**config.mk**
```make
export PLATFORM = sky130hd
export DESIGN_NAME = instruction_loader
export DESIGN_NICKNAME = d
export VERILOG_FILES = /design/src/rtl/instruction_loader_pkg.sv /design/src/rtl/instruction_loader_byte_packer.sv /design/src/rtl/instruction_loader.sv
export SDC_FILE = /design/constraint.sdc
export NUM_CORES = 1
export LEC_CHECK = 0
export CORE_MARGIN = 4
export CORE_UTILIZATION = 40
export DETAILED_ROUTE_END_ITERATION = 8
export GPL_TIMING_DRIVEN = 0
export MAX_ROUTING_LAYER = met4
export SYNTH_ARGS = -nofsm -noshare
export SYNTH_HDL_FRONTEND = slang
export SYNTH_SLANG_ARGS = --single-unit
export TNS_END_PERCENT = 50
```
**constraint.sdc**
```tcl
create_clock -name clock -period 7.8 [get_ports clock]
set_clock_uncertainty 0.15 [all_clocks]
set_input_delay 2.34 -clock clock [delete_from_list [all_inputs] [get_ports clock]]
set_output_delay 2.34 -clock clock [all_outputs]
set_load 0.01 [all_outputs]
```
**src/rtl/instruction_loader_pkg.sv**
```systemverilog
// Shared definitions for the instruction loader: loader state encoding, word width and instruction formats.
// The CHECK state exists only when LOADER_CHECKSUM_EN is defined.
package instruction_loader_pkg;

    localparam int INSTR_W = 32;

    typedef enum logic [2:0] {
        ST_IDLE  = 3'd0,
        ST_LEN   = 3'd1,
        ST_LOAD  = 3'd2,
        ST_WRITE = 3'd3,
        ST_DONE  = 3'd4,
        ST_ERROR = 3'd5
`ifdef LOADER_CHECKSUM_EN
        ,
        ST_CHECK = 3'd6
`endif
    } loader_state_t;

    // Instruction formats: opcode always occupies [31:26].
    typedef struct packed {
        logic [5:0]  opcode;
        logic [4:0]  rs;
        logic [4:0]  rt;
        logic [4:0]  rd;
        logic [10:0] funct;
    } r_fmt_t;

    typedef struct packed {
        logic [5:0]  opcode;
        logic [4:0]  rs;
        logic [4:0]  rt;
        logic [15:0] imm;
    } i_fmt_t;

    typedef struct packed {
        logic [5:0]  opcode;
        logic [4:0]  rs;
        logic [20:0] k;
    } k_fmt_t;

    typedef struct packed {
        logic [5:0]  opcode;
        logic [25:0] target;
    } j_fmt_t;

endpackage

```
**src/rtl/instruction_loader_byte_packer.sv**
```systemverilog
// Counts accepted stream bytes and assembles them MSB-first into 32-bit words.
// word/word_complete are valid in the same cycle the fourth byte is accepted.
module loader_byte_packer
    import instruction_loader_pkg::*;
(
    input  logic               clock,
    input  logic               reset,
    input  logic               clear,
    input  logic               accept,
    input  logic [7:0]         in_byte,
    output logic [INSTR_W-1:0] word,
    output logic               word_complete
);

    logic [1:0]  byte_count;
    logic [23:0] shift_q;

    // NOTE: sequential state uses non-blocking assignments so every register samples pre-edge values.
    always_ff @(posedge clock or posedge reset) begin
        if (reset) begin
            byte_count <= 2'd0;
            shift_q    <= 24'd0;
        end else if (clear) begin
            byte_count <= 2'd0;
        end else if (accept) begin
            byte_count <= byte_count + 2'd1;
            shift_q    <= {shift_q[15:0], in_byte};
        end
    end

    // The fourth byte is taken straight from the input so the word is ready on its acceptance edge.
    assign word          = {shift_q, in_byte};
    assign word_complete = accept && (byte_count == 2'd3);

endmodule

```
**src/rtl/instruction_loader.sv**
```systemverilog
// Loads a length-prefixed program byte stream into instruction memory while holding the CPU.
// Optional trailing XOR checksum word is enabled by defining LOADER_CHECKSUM_EN.
module instruction_loader
    import instruction_loader_pkg::*;
#(
    parameter int DEPTH  = 31,
    parameter int ADDR_W = 10
) (
    input  logic               clock,
    input  logic               reset,
    input  logic               start,
    input  logic [7:0]         inByte,
    input  logic               inValid,
    output logic               inReady,
    output logic [ADDR_W-1:0]  writeAddy,
    output logic [INSTR_W-1:0] writeData,
    output logic               writeEnable,
    output logic               cpuHold,
    output logic               done,
    output logic               error
);

    loader_state_t      state, next_state;
    logic [INSTR_W-1:0] length_q;
    logic [ADDR_W-1:0]  word_idx;
    logic [INSTR_W-1:0] word;
    logic               word_complete;
    logic               accept;
    logic               clear_counters;
    logic               last_word;
`ifdef LOADER_CHECKSUM_EN
    logic [INSTR_W-1:0] checksum_q;
`endif

    assign accept         = inValid && inReady;
    assign clear_counters = start && (state == ST_IDLE || state == ST_DONE || state == ST_ERROR);
    assign last_word      = (INSTR_W'(word_idx) + INSTR_W'(1)) >= length_q;

    loader_byte_packer u_packer (
        .clock         (clock),
        .reset         (reset),
        .clear         (clear_counters),
        .accept        (accept),
        .in_byte       (inByte),
        .word          (word),
        .word_complete (word_complete)
    );

    always_ff @(posedge clock or posedge reset) begin
        if (reset) state <= ST_IDLE;
        else       state <= next_state;
    end

    // NOTE: every output and next_state gets a default first, so no path through the case infers a latch.
    always_comb begin
        next_state  = state;
        inReady     = 1'b0;
        writeEnable = 1'b0;
        cpuHold     = 1'b1;
        done        = 1'b0;
        error       = 1'b0;
        case (state)
            ST_IDLE: begin
                if (start) next_state = ST_LEN;
            end
            ST_LEN: begin
                inReady = 1'b1;
                if (word_complete) begin
                    if (word == '0)
`ifdef LOADER_CHECKSUM_EN
                        next_state = ST_CHECK;
`else
                        next_state = ST_DONE;
`endif
                    else if (word > INSTR_W'(DEPTH))
                        next_state = ST_ERROR;
                    else
                        next_state = ST_LOAD;
                end
            end
            ST_LOAD: begin
                inReady = 1'b1;
                if (word_complete) next_state = ST_WRITE;
            end
            ST_WRITE: begin
                writeEnable = 1'b1;
                if (!last_word)
                    next_state = ST_LOAD;
                else
`ifdef LOADER_CHECKSUM_EN
                    next_state = ST_CHECK;
`else
                    next_state = ST_DONE;
`endif
            end
`ifdef LOADER_CHECKSUM_EN
            ST_CHECK: begin
                inReady = 1'b1;
                if (word_complete) next_state = (word == checksum_q) ? ST_DONE : ST_ERROR;
            end
`endif
            ST_DONE: begin
                cpuHold = 1'b0;
                done    = 1'b1;
                if (start) next_state = ST_LEN;
            end
            ST_ERROR: begin
                error = 1'b1;
                if (start) next_state = ST_LEN;
            end
            default: next_state = ST_IDLE;
        endcase
    end

    // Write address/data are captured on the fourth data byte and hold until the next word.
    always_ff @(posedge clock or posedge reset) begin
        if (reset) begin
            length_q   <= '0;
            word_idx   <= '0;
            writeAddy  <= '0;
            writeData  <= '0;
`ifdef LOADER_CHECKSUM_EN
            checksum_q <= '0;
`endif
        end else begin
            if (clear_counters) begin
                length_q   <= '0;
                word_idx   <= '0;
`ifdef LOADER_CHECKSUM_EN
                checksum_q <= '0;
`endif
            end
            if (state == ST_LEN && word_complete) length_q <= word;
            if (state == ST_LOAD && word_complete) begin
                writeAddy  <= word_idx;
                writeData  <= word;
`ifdef LOADER_CHECKSUM_EN
                checksum_q <= checksum_q ^ word;
`endif
            end
            if (state == ST_WRITE) word_idx <= word_idx + ADDR_W'(1);
        end
    end

endmodule

```
==> results_dict.tcl, run 1 <==
set metrics [dict create \
    status "completed" \
    fp.dieW_um 119.6 \
    synth-seq-cells 113 \
    dpl_cell_area_um2 5802 \
    vias 3464 \
    port_buffers 58 \
    route.detailed.drc 0 \
    final_area_um2 6455 \
    row_count 40 \
    netlist_area_um2 4981 \
    multi_input_area_um2 1979 \
    core_area_um2 12110 \
    synthesis.nets 463 \
    post_cts_buffers 0 \
    clk_pin_slew_worst_paths_ns 0.05 \
    place.gp.congestion 0.8214 \
    final_util_pct 53.30 \
    final_hold_viol_count 0 \
    min_period_ns 4.825 \
    ctsRootBufferMaster "clkbuf_16" \
    crit_start "state[1]" \
    clock_latency_ns 0.41 \
    ant_nets 0 \
    setup_viol 0 \
    pin_count 59 \
    setup_slack_ns 2.975 \
    p_leak_nw 2.952 \
    grt_pass1_vias 3540 \
    cts_sinks 113 \
    crit_type "reg2out" \
    vias_per_cell 4.970 \
    start_kind "flip-flop" \
    async_reset_ff_share_pct 100.0 \
    drv_cap 0 \
    rr_worst_depth 10 \
    ys_warn_count 0 \
    arrival_ns 2.33 \
    tritoncts "yes" \
    cts_made_buffers 17 \
    post-place-ws_ns 3.239 \
    fillers 1082 \
    powerDensity_nw_per_um2 330.5 \
    diodes 0 \
    gr-total-overflow 0 \
    rr_endpoint "state[2]" \
    initial_core_util_pct 41.13 \
    max_slew.worst_pin.slew_ns 0.6164 \
    crit_path_end "writeEnable" \
    grt_usage_pct 17.02 \
    yosysMostFrequentCell "dfrtp_1" \
    postCtsResizedCells 0 \
    rsz0062_at_grt "false" \
    first_iter_violations 168 \
    r2r-start "word_idx[0]" \
    seqCellArea_um2 2828 \
    die_area_um2 14300 \
    ys.flop_type "dfrtp_1" \
    relSlewSlack_pct 58.73 \
    crit_required_ns 5.31 \
    r2r_slack_ns 4.91 \
    die-height_um 119.6 \
    hold_path_class "reg2reg" \
    synthCells 438 \
    antenna_found_initial 0 \
    synth_edf_count 0 \
    nets 541 \
    syn_avg_cell_area_um2 11.37 \
    yosys.area.top_type "dfrtp_1" \
    syn_to_final_growth_pct 29.59 \
    post-route-period-util_pct 61.86 \
    fin_setup_tns_ns 0 \
    dp_hpwl_um 7652 \
    synth.top_cell.area_share_pct 56.77 \
    peakVddDrop_mv 0.1671 \
    drv_slew 0 \
    cp_max_fo 10 \
    wirelength_um 10940 \
    avgRoutedWirePerCell_um 15.70 \
    synth_cell_type_count 37 \
    cts.path.max_buffers 2 \
    synth_area_leaders "dfrtp_1 (57%), mux2_2 (15%), nand2_1 (6.1%), o21ai_0 (3.8%), ha_1 (3.3%)" \
    hold_buffers 0 \
    cp-end-kind "primary output" \
    power_w 0.002134 \
    max_freq_mhz 207.3 \
    drive_gt1_share_pct 21.36 \
    grt_start_max_net_pins 73 \
    h-tree-depth 4 \
    ys_seq_area_share_pct 56.77 \
    synth_commonest_cells "dfrtp_1 (113), nand2_1 (81), mux2_2 (65), o21ai_0 (38), inv_1 (19)" \
    grt_pass1_wl_um 18370 \
    firstDrtPassIters 4 \
]
[cells in the final DEF, fill, tap and decap left out, drive strengths merged, types with 2 or more instances in the layout]
cell / Yosys / layout
nand4: 3 / 3
a22o: 4 / 4
a21oi: 7 / 7
buf: 10 / 11
nor4b: 2 / 2
o21ai: 42 / 42
xor2: 4 / 4
mux2: 66 / 66
a21o: 2 / 2
clkbuf: 9 / 30
nor3: 6 / 6
nand2: 82 / 82
o22ai: 3 / 3
nand2b: 3 / 3
ha: 13 / 13
dfrtp: 113 / 113
clkdlybuf4s50: 0 / 58
nand3: 9 / 9
nor2: 12 / 12
nor4: 12 / 12
or3: 2 / 2
inv: 19 / 19
clkinv: 0 / 5
bufinv: 0 / 5
xnor2: 5 / 5
[worst max-delay path, cell delays in order, from the launching register on]
cell and delay (ns):
dfrtp_1 0.41, buf_2 0.23, nand2_1 0.17, inv_1 0.13
clkbuf_1 0.35, clkdlybuf4s50_1 0.63
[area by class of cell]
type	count	area share [%]
plain buffers	19	1.589
clock buffers	21	7.288
clock inverters	11	2.830
inverters	19	1.144
multi-input cells	287	30.66
flip-flops and latches	113	43.81
well taps	168	3.256
repair buffers	59	9.420
[metal layers]
metal / track usage (%) / vias up / routed length (µm)
li1: - / 1680 / -
met5: - / - / 0
met1: 22.00 / 1683 / 5285
met3: 4.854 / 16 / 453
met4: 7.731 / 0 / 239
met2: 24.96 / 85 / 4962
[registers in the layout, indices dropped and copies added, names as in the netlist]
register,flops
length_q,32
state,3
u_packer.byte_count,2
u_packer.shift_q,24
word_idx,10
writeAddy,10
writeData,32
[kinds of logic (layout without fill, tap and decap cells)]
logic type | Yosys count | count (layout) | share of synthesized area [%]
multiplexers | 66 | 66 | 14.92
AND/OR/NAND/NOR | 136 | 136 | 12.84
XOR/XNOR | 9 | 9 | 1.582
flip-flops | 113 | 113 | 56.77
adder cells (fa/ha/maj) | 13 | 13 | 3.266
buffers and inverters | 38 | 129 | 3.491
AO/OA/AOI/OAI | 63 | 63 | 7.134
[how the worst min path moves through the flow]
stage,start,end,slack (ns),depth (start not counted)
finish,writeAddy[7],writeAddy[7],0.35,1
global route,writeAddy[2],writeAddy[2],0.36,1
CTS,writeAddy[2],writeAddy[2],0.36,1
detailed placement,writeAddy[2],writeAddy[2],0.34,1
global placement,u_packer.byte_count[0],u_packer.byte_count[0],0.33,1
floorplan,u_packer.byte_count[0],u_packer.byte_count[0],0.31,1
[power by group]
part | leakage [nW] | switching (W) | internal (W)
logic | 1.15 | 0.000208 | 0.000190
registers | 1.48 | 0.000155 | 0.000737
clock network | 0.323 | 0.000256 | 0.000588
total | 2.95 | 0.000618 | 0.00152
[per-stage QoR]
stage,hold slack (ns),cells
floorplan,0.3137,438
global placement,0.3337,664
detailed placement,0.3447,665
CTS,0.3562,697
global route,0.3597,697
finish,0.3498,697
Note: power is estimated with default switching activity, not from simulation.
==> run 2, diff against run 1 <==
Clock period 7.8 ns to 5 ns, I/O delays scaled along.
==> results of run 2 <==
The final DEF is identical to that of run 1. Status: completed.
Among the figures that moved: setup slack after placement 3.239 ns -> 1.279 ns; setup slack after layout 2.975 ns -> 1.015 ns; register-to-register setup slack 4.91 ns -> 2.11 ns; total power 0.002134 W -> 0.003328 W; worst IR drop on VDD 0.1671 mV -> 0.2606 mV
==> edit, RTL diff (settings of run 2) <==
Put a register stage on the output `error`, with the module's reset. The value now appears one clock later. The other outputs are not delayed to match.
--- a/src/rtl/instruction_loader.sv
+++ b/src/rtl/instruction_loader.sv
@@ -20,4 +20,6 @@
     output logic               error
 );
+
+    logic error_d;
 
     loader_state_t      state, next_state;
@@ -59,5 +61,5 @@
         cpuHold     = 1'b1;
         done        = 1'b0;
-        error       = 1'b0;
+        error_d     = 1'b0;
         case (state)
             ST_IDLE: begin
@@ -106,5 +108,5 @@
             end
             ST_ERROR: begin
-                error = 1'b1;
+                error_d = 1'b1;
                 if (start) next_state = ST_LEN;
             end
@@ -143,4 +145,12 @@
     end
 
+    always_ff @(posedge clock or posedge reset) begin
+        if (reset) begin
+            error <= '0;
+        end else begin
+            error <= error_d;
+        end
+    end
+
 endmodule
 
Check against the original RTL: not equivalent (a bounded check fails within 10 cycles, from zero or initial values and one cycle with reset high).
==> edit against run 2 <==
Hold slack about the same. First-iteration DRC count up 20%. Sequential cell count up 1. Total power down 7.0%. Routed wire length up 0.82%. Highest routed layer unchanged. Synthesized area up 0.50%. Global-route usage up 0.21 points. Worst setup slack better by 0.0082 ns. Cell area down 1.7%. Largest cell class unchanged. Non-clock buffer count unchanged. Count of clock-buffer cells in the layout up 1.
==> edit: results (changes against run 2) <==
| Metric | Value |
|---|---|
| Worst slack, placed | 1.27 ns (was 1.28 ns) |
| Hold Crit Endpoint | writeAddy[4] (was writeAddy[7]) |
| Final Util | 0.524 (was 0.533) |
| Via Count | 3,516 (was 3,464) |
| Initial antenna violation count | 0 (unchanged) |
| Post-synth ARST share | 1.00 (unchanged) |
| Diode count | 0 (unchanged) |
| Initial DRC Count | 202 (was 168) |
| Largest net degree at the start of global routing | 83 (was 73) |
| CP Data Arrival Time | 2.33 ns (about the same) |
| Main flop type after synthesis | dfrtp_1 (unchanged) |
| Area after DPL | 0.00583 mm^2 (was 0.00580 mm^2) |
| Layout cell share with drive strength beyond 1 | 0.203 (was 0.214) |
| Commonest cells in the netlist | 114 x dfrtp_1, 81 x nand2_1, 65 x mux2_2, 38 x o21ai_0, 19 x inv_1 (was 113 x dfrtp_1, 81 x nand2_1, 65 x mux2_2, 38 x o21ai_0, 19 x inv_1) |
| Synth Warn # | 0 (unchanged) |
| Worst slew pin tran | 0.585 ns (was 0.616 ns) |
| GP Congestion | 0.826 (was 0.821) |
| Status | finished clean (unchanged) |
| Reg2reg end | state[2] (unchanged) |
| DR pass1 iterations | 5 (was 4) |
| GRT Total Usage | 0.172 (was 0.170) |
| Routed Antenna Nets | 0 (unchanged) |
| Reg-to-reg setup timing slack | 2.05 ns (was 2.11 ns) |
| Hold_sp | writeAddy[4] (was writeAddy[7]) |
| DRT Wirelength | 11,000 um (was 10,900 um) |
| Top post-synthesis cells by area | dfrtp_1 57%, mux2_2 15%, nand2_1 6.1% (unchanged) |
| Vias in the first global route | 3,601 (was 3,540) |
| Fin nets | 542 (was 541) |
| Cts bufs inserted | 17 (unchanged) |
| Clock latency on the worst-skew pair | 0.42 ns |
| Worst path max stage delay | 0.63 ns (about the same) |
| Dpl hpwl | 7650 um (about the same) |
| Global-route wire length before repair | 18,600 um (was 18,400 um) |
| Leak | 0.00290 uW (was 0.00295 uW) |
| Peak supply drop | 0.000244 V (was 0.000261 V) |
| Setup-failing EPs final | 0 (unchanged) |
| Seq/Total Area, Yosys | 0.570 (was 0.568) |
| Fill count | 1,115 (was 1,082) |
| Syn Nets | 464 (was 463) |
==> edit: cell types whose count changed after synthesis, sizes merged <==
cell,delta
dfrtp,+1
==> edit: worst max path at each step <==
stage | startpoint | end | slack, ns | cells after the start
floorplan | reset | error | 0.33 | 1
global placement | reset | writeData[8] | -1.39 | 2
detailed placement | inValid | writeData[28] | 1.27 | 5
CTS | state[0] | writeEnable | 1.01 | 5
global route | state[0] | writeEnable | 0.87 | 5
finish | state[0] | writeEnable | 1.02 | 5
==> edit: power by group <==
group | switching (uW) | total, uW | leakage [uW] | internal [uW]
clock network | 390 | 1070 | 0.000255 | 679
registers | 248 | 1410 | 0.00150 | 1160
logic | 321 | 618 | 0.00115 | 297
total | 958 | 3100 | 0.00290 | 2140
==> edit: metrics by stage <==
step	hold WS (ns)	std cells	setup TNS, ns
floorplan	0.314	439	0
global route	0.358	695	0
global placement	0.333	665	-157.68
finish	0.350	695	0
detailed placement	0.345	666	0
CTS	0.355	695	0
==> edit: cell type report <==
type	instances	area share
timing repair buffer	59	0.0958
inverter	19	0.0120
tap	168	0.0331
buffer	19	0.0162
clock inverter	7	0.00986
multi-input combinational	287	0.312
clock buffer	22	0.0716
sequential	114	0.450
==> edit: logic make-up (layout without fill, tap and decap cells) <==
logic type | Yosys count | in the layout | share of synthesized area
compound gates | 63 | 63 | 0.0710
xor+xnor | 9 | 9 | 0.0157
fa+ha+maj | 13 | 13 | 0.0325
buf+inv | 38 | 126 | 0.0347
flops | 114 | 114 | 0.570
mux | 66 | 66 | 0.148
simple gates | 136 | 136 | 0.128
==> edit: layer usage <==
metal	wire, um	part of all wire	track usage
met5	0	0	-
met1	5460	0.50	0.231
met2	4920	0.45	0.244
met3	324	0.029	0.0401
met4	325	0.029	0.0902
